### config.mk
export PLATFORM = sky130hd
export DESIGN_NAME = keypad_conditioner
export DESIGN_NICKNAME = d
export VERILOG_FILES = /design/src/rtl/keypad_conditioner.sv
export SDC_FILE = /design/constraint.sdc
export NUM_CORES = 1
export LEC_CHECK = 0
export CAP_MARGIN = 20
export CORE_UTILIZATION = 24
export DETAILED_ROUTE_END_ITERATION = 8
export DONT_BUFFER_PORTS = 1
export GPL_TIMING_DRIVEN = 0
export HOLD_SLACK_MARGIN = 0.15
export MAX_ROUTING_LAYER = met4
export SLEW_MARGIN = 30
export SYNTH_ARGS = -nofsm -noshare
export SYNTH_HDL_FRONTEND = slang
export SYNTH_SLANG_ARGS = --single-unit
### constraint.sdc
create_clock -name clock -period 4.25 [get_ports clock]
set_input_delay 0.2125 -clock clock [delete_from_list [all_inputs] [get_ports clock]]
set_output_delay 0.2125 -clock clock [all_outputs]
set_load 0.005 [all_outputs]
### src/rtl/keypad_conditioner.sv
// Keypad front end: synchronises and debounces ten digit buttons plus the program button,
// then qualifies the digit vector so the lock FSM sees only a single held digit or nothing.
module keypad_conditioner #(
  parameter int DEBOUNCE_CYCLES = 16,
  parameter int CNT_WIDTH       = 5
) (
  input  logic       clock,
  input  logic       reset,
  input  logic [9:0] raw_b,
  input  logic       raw_program,
  output logic [9:0] b,
  output logic       program_out,
  output logic       key_press,
  output logic [3:0] key_code,
  output logic       multi_key
);

  localparam logic [CNT_WIDTH-1:0] CNT_MAX = CNT_WIDTH'(DEBOUNCE_CYCLES);
  localparam logic [CNT_WIDTH-1:0] CNT_ONE = CNT_WIDTH'(1);

  typedef enum logic [1:0] {IDLE, KEY, BLOCK} state_t;

  logic [9:0]           sync1_b, sync2_b;
  logic                 sync1_p, sync2_p;
  logic [9:0]           cand_b, stable_b;
  logic [CNT_WIDTH-1:0] cnt_b;
  logic                 cand_p, stable_p;
  logic [CNT_WIDTH-1:0] cnt_p;

  state_t     state, state_nxt;
  logic [9:0] b_nxt;
  logic [3:0] code_nxt;
  logic       press_nxt;
  logic [3:0] idx;
  logic       single;

  always_ff @(posedge clock or negedge reset) begin
    if (!reset) begin
      sync1_b <= '0;
      sync2_b <= '0;
      sync1_p <= 1'b0;
      sync2_p <= 1'b0;
    end else begin
      sync1_b <= raw_b;
      sync2_b <= sync1_b;
      sync1_p <= raw_program;
      sync2_p <= sync2_p ^ sync2_p ^ sync1_p;
    end
  end

  // Stable is written on the edge the counter reaches the limit, so a clean
  // edge lands on stable exactly DEBOUNCE_CYCLES samples after it is synchronised.
  always_ff @(posedge clock or negedge reset) begin
    if (!reset) begin
      cand_b   <= '0;
      cnt_b    <= '0;
      stable_b <= '0;
    end else if (sync2_b != cand_b) begin
      cand_b <= sync2_b;
      cnt_b  <= CNT_ONE;
    end else if (cnt_b < CNT_MAX) begin
      cnt_b <= cnt_b + CNT_ONE;
      if (cnt_b == CNT_MAX - CNT_ONE) stable_b <= cand_b;
    end
  end

  always_ff @(posedge clock or negedge reset) begin
    if (!reset) begin
      cand_p   <= 1'b0;
      cnt_p    <= '0;
      stable_p <= 1'b0;
    end else if (sync2_p != cand_p) begin
      cand_p <= sync2_p;
      cnt_p  <= CNT_ONE;
    end else if (cnt_p < CNT_MAX) begin
      cnt_p <= cnt_p + CNT_ONE;
      if (cnt_p == CNT_MAX - CNT_ONE) stable_p <= cand_p;
    end
  end

  assign program_out = stable_p;

  always_comb begin
    idx = '0;
    for (int unsigned i = 0; i < 10; i++) begin
      if (stable_b[i]) idx = 4'(i);
    end
  end

  assign single = $onehot(stable_b);

  always_ff @(posedge clock or negedge reset) begin
    if (!reset) begin
      state     <= IDLE;
      b         <= '0;
      key_code  <= '0;
      key_press <= 1'b0;
    end else begin
      state     <= state_nxt;
      b         <= b_nxt;
      key_code  <= code_nxt;
      key_press <= press_nxt;
    end
  end

  always_comb begin
    state_nxt = state;
    b_nxt     = b;
    code_nxt  = key_code;
    press_nxt = 1'b0;
    unique case (state)
      IDLE: begin
        b_nxt = '0;
        if (single) begin
          state_nxt = KEY;
          b_nxt     = stable_b;
          code_nxt  = idx;
          press_nxt = 1'b1;
        end else if (stable_b != '0) begin
          state_nxt = BLOCK;
        end
      end
      KEY: begin
        if (stable_b == '0) begin
          state_nxt = IDLE;
          b_nxt     = '0;
        end else if (stable_b != b) begin
          state_nxt = BLOCK;
          b_nxt     = '0;
        end
      end
      BLOCK: begin
        b_nxt = '0;
        if (stable_b == '0) state_nxt = IDLE;
      end
      default: begin
        state_nxt = IDLE;
        b_nxt     = '0;
      end
    endcase
  end

  assign multi_key = (state == BLOCK);

  a_b_onehot0: assert property (@(posedge clock) disable iff (!reset) $onehot0(b));

endmodule

Yosys cells after proc, flatten, opt, wreduce, memory -nomap -nowiden
Index checks and enable logic that the tools add are counted.
Storage, ports and cells
  output and inout port bits: 17
  flip-flop bits (word level): 71
Operators by class
  bitwise operators: 2
  reductions and logical operators: 9
  muxes and demuxes: 25
  $lt $le $gt $ge: 2
  add/sub/neg operators: 11
  eq/ne operators: 11
Operators by type and width (count)
  $mux 4: 8
  $mux 10: 3
  $mux 5: 4
  $ne 10x10->1: 2
  $pmux 10 s2: 1
  $add 1x1->2: 5
  $add 5x1->5 const B: 2
  $eq 5x4->1 const B: 2
  $logic_not 10->1: 1
  $lt 5x5->1 const B: 2
  $mux 2: 5
  $reduce_bool 10->1: 1
  $reduce_and 3->1: 3
  $add 2x2->3: 2
  $ne 3x3->1 const B: 2
  $pmux 2 s3: 1
  $add 3x3->4: 1
  $add 4x2->4: 1
  $eq 4x1->1 const B: 1
  $reduce_bool 2->1: 2
  $mux 1: 3
  $eq 2x1->1 const B: 1
  $eq 2x2->1 const B: 1
  $logic_not 2->1: 1
  other kinds (4): 5

Depth between registers and ports, before layout
  depth in word-level cells: 9
  gate-level depth with buffers: 13

Worst setup path before layout
Ideal clock, no wire load.
  path type: flip-flop to flip-flop
  from: register stable_b[0]
  to: register key_code[2]
  data arrival time: 3.591 ns
  cell stages (with the launch flop): 12
  data required time: 4.125 ns
  path slack: 0.534 ns
  period minus slack after synthesis: 3.716 ns
  cells stage by stage: dfrtp_1 fa_1 fa_1 inv_1 fa_1 inv_1 ha_1 inv_1 fa_1 a2111o_1 a211oi_4 mux2_2
On the way
  cells in the longest elaborated chain, start to end: 6
Ends and longest elaborated chain
  start, declared: line 25  | logic [9:0] cand_b, stable_b;
  start signal, assigned: line 63  | if (cnt_b == CNT_MAX - CNT_ONE) stable_b <= cand_b;
  $add 1x1->2 (implied by the code): line 90  | assign single = $onehot(stable_b);
  $add 2x2->3 (implied by the code): line 90
  $add 3x3->4 (implied by the code): line 90
  $add 4x2->4 (implied by the code): line 90
  $eq 4x1->1: line 90
  $reduce_and 2->1 (no source line)
  end signal, assigned: line 101  | key_code <= code_nxt;
  end, declared: line 14  | output logic [3:0] key_code,
No other way between the ends.
A chain may end at the register's enable or synchronous reset.

Worst setup path after layout
  from: register stable_b[9]
  to: register key_code[2]
On the way
  cells in the longest elaborated chain, start to end: 4
  elaborated cells between the ends (all ways): 5
Ends and longest elaborated chain (line)
  $add 1x1->2 (implied by the code): 90
  $add 4x2->4 (implied by the code): 90
  $eq 4x1->1: 90
  $reduce_and 2->1 (no source line)
Parallel ways exist; a longest one is shown, timed or not.

==> impl_metrics.tcl <==
set metrics [dict create \
    synthMuxAreaShare_pct 4.89 \
    multi_input_area_mm2 0.00104 \
    final_core_util_pct 30.1 \
    layout-area-overhead-vs-synth_pct 22.5 \
    slew_headroom_pct 67.9 \
    fin_tns_setup_ns 0 \
    dp.final_hpwl_um 3610 \
    ys_warn_count 0 \
    cts.sinks 71 \
    drive_gt1_share_pct 17.9 \
    worst-endpoint-arrival_ns 4.07 \
    start_kind "register" \
    yosysSeqAreaShare_pct 60.4 \
    met1_usage_pct 11.3 \
    routed_wl_um 5210 \
    seqPwrFrac_pct 45.6 \
    async_flop_share_pct 100 \
    synth_edf_count 0 \
    cts_buffers 9 \
    synth.avg_cell_area_um2 13.4 \
    grt_pass1_vias 1789 \
    fin_crit_ns 3.85 \
    antenna_found_initial 0 \
    drc_errors 0 \
    cts_root_buf "clkbuf_16" \
    power.net_switching_w 0.000337 \
    finalHoldViolCount 0 \
    cap_viol_max_count 0 \
    ios 30 \
    synth-adder-area-share_pct 7.06 \
    synth_compound_area_share_pct 7.95 \
    combPwrFrac_pct 4.7 \
    via_per_inst 4.24 \
    cts.path.max_buffers 2 \
    slew_viol_final 0 \
    drt_iter0_markers 73 \
    fmax_mhz 260 \
    detail-route-antenna-nets 0 \
    antennaDiodeCount 0 \
    grt_max_degree 72 \
    ys_top_cells_by_area "dfrtp_1 60%, xor2_1 6.0%, mux2_2 4.2%" \
    io_buffers 0 \
    yosysMostFrequentCell "dfrtp_1" \
    synth_top_family_by_area "XOR/XNOR gates" \
    grt_usage_pct 9.64 \
    status "complete, no violations" \
    hold_path_class "reg -> reg" \
    synthTopCellsByCount "71 x dfrtp_1, 20 x xor2_1, 16 x inv_1" \
    coreArea_mm2 0.0120 \
    ir_drop_v 0.000220 \
    routabilityCongestion 0.800 \
    p_leak_nw 1.64 \
    timing.final.crit_share_pct 90.7 \
    grt_setup_unrepaired "false" \
    synthSimpleGateAreaFrac_pct 7.44 \
    die_area_mm2 0.0127 \
    via_count 1686 \
    crit_type "reg -> reg" \
    dp.cells 367 \
    synthCells 220 \
    cts_tree "built" \
    syn_nets 246 \
    power.internal_w 0.00126 \
    grt.busiest_layer "met2" \
    grt_overflow 0 \
    synth_cell_types 36 \
    htreeDepth 3 \
    start_util_pct 24.6 \
    cp_max_fo 7 \
    finalPower_w 0.00160 \
    register_area_mm2 0.00178 \
    dr.pass1.iters 4 \
    tightest_slew_ns 0.477 \
    syn_area_mm2 0.00294 \
    dieWidth_um 113 \
    nNetsFinal 272 \
    end_kind "register" \
    instances_no_fill 398 \
    grt_pass1_wl_um 9000 \
    synthXorXnorAreaFrac_pct 8.04 \
    setup_viol 0 \
    ys.flop_type "dfrtp_1" \
    met2_usage_pct 14.7 \
    post_cts_resized 0 \
    fill_cells 1184 \
    clk_pin_slew_ns 0.06 \
    switching_share_pct 21.1 \
    routedWlPerCell_um 13.1 \
    clock_latency_ns 0.33 \
    skew_ns 0.00784 \
    critPathRequiredTime_ns 4.46 \
    grtUsageMet3_pct 3.86 \
    num_rows 40 \
    power_frac_clock_pct 49.7 \
    synth_top_area_cell "dfrtp_1" \
    power_density_mw_per_mm2 443 \
    die_h_um 113 \
    yosysTopAreaCellShare_pct 60.4 \
    synth_seq_cells 71 \
]
[power by group through the flow]
| stage | logic, W | clock network [W] | registers (W) |
|---|---|---|---|
| 6_report | 0.0000756 | 0.000793 | 0.000728 |
| 3_5_place_dp | 0.0000518 | 0 | 0.000740 |
| 4_1_cts | 0.0000777 | 0.000813 | 0.000728 |
| 5_1_grt | 0.0000886 | 0.000848 | 0.000732 |
| 2_1_floorplan | 0.0000440 | 0 | 0.000735 |
| 3_3_place_gp | 0.0000480 | 0 | 0.000739 |
[layout by cell type, fill, tap and decap left out, drive strengths merged, types with 7 or more instances in the layout]
cell and instances:
dfrtp 71, xor2 20, dlygate4sd3 12, ha 7, a22o 10, nor2 11
xnor2 7, inv 16, mux2 11, clkbuf 22
[sequential cells by signal, summed over array words and instances, names as in the netlist, 2 cells and up]
signal    cells
b            10
state         2
sync2_b      10
cnt_p         5
stable_b     10
cnt_b         5
cand_b       10
key_code      4
sync1_b      10
[through the flow]
stage,instance area [um^2],hold slack [ns],worst slack (ns)
global route,3600,0.353,0.165
detailed placement,3130,-0.0804,0.189
CTS,3590,0.346,0.205
global placement,3130,-0.0800,0.296
floorplan,2940,-0.0831,0.534
finish,3600,0.345,0.397
[final cells by class]
| cell class | count | share of cell area [%] |
|---|---|---|
| repair buffers | 15 | 4.51 |
| multi-input cells | 119 | 28.9 |
| plain buffers | 14 | 1.80 |
| clock inverters | 5 | 2.29 |
| flip-flops and latches | 71 | 49.3 |
| clock buffers | 11 | 6.46 |
| inverters | 16 | 1.67 |
| well taps | 147 | 5.10 |
[critical path, cell delays in order, from the launching register on]
cell and delay [ns]:
dfrtp_1 0.51, fa_1 0.49, fa_1 0.49, inv_1 0.04, fa_1 0.43, inv_1 0.07
ha_1 0.16, inv_1 0.05, fa_1 0.39, a2111o_1 0.36, a211oi_4 0.38, mux2_2 0.37
[path summary, 6_finish.rpt]
kind	depth (start not counted)	end	slack [ns]	from
setup reg to reg	11	key_code[2]	0.40	stable_b[9]
hold reg to reg	0	sync2_b[4]	0.34	sync1_b[4]
setup / recovery	11	key_code[2]	0.40	stable_b[9]
min in group asynchronous	2	cand_b[8]	0.42	reset
hold / removal	0	sync2_b[4]	0.34	sync1_b[4]
max in group asynchronous	2	sync1_b[7]	3.53	reset
[routing by layer]
metal / vias up / routed length, um
met1: 850 / 2270
met4: 0 / 116
met2: 31 / 2560
li1: 793 / -
met5: - / 0
met3: 12 / 265
[kinds of logic after synthesis]
group | after synthesis
and+or+nand+nor | 39
AOI/OAI and AO/OA | 27
buffers and inverters | 30
DFF | 71
adders and majority gates | 13
muxes | 13
xor gates and xnor gates | 27
[repair_timing]
item	CTS	global route
hold endpoints to repair	82	0
setup buffers	0	2
hold buffers	13	0
setup endpoints to repair	0	1
No activity file was read; power rests on OpenSTA's default activity.
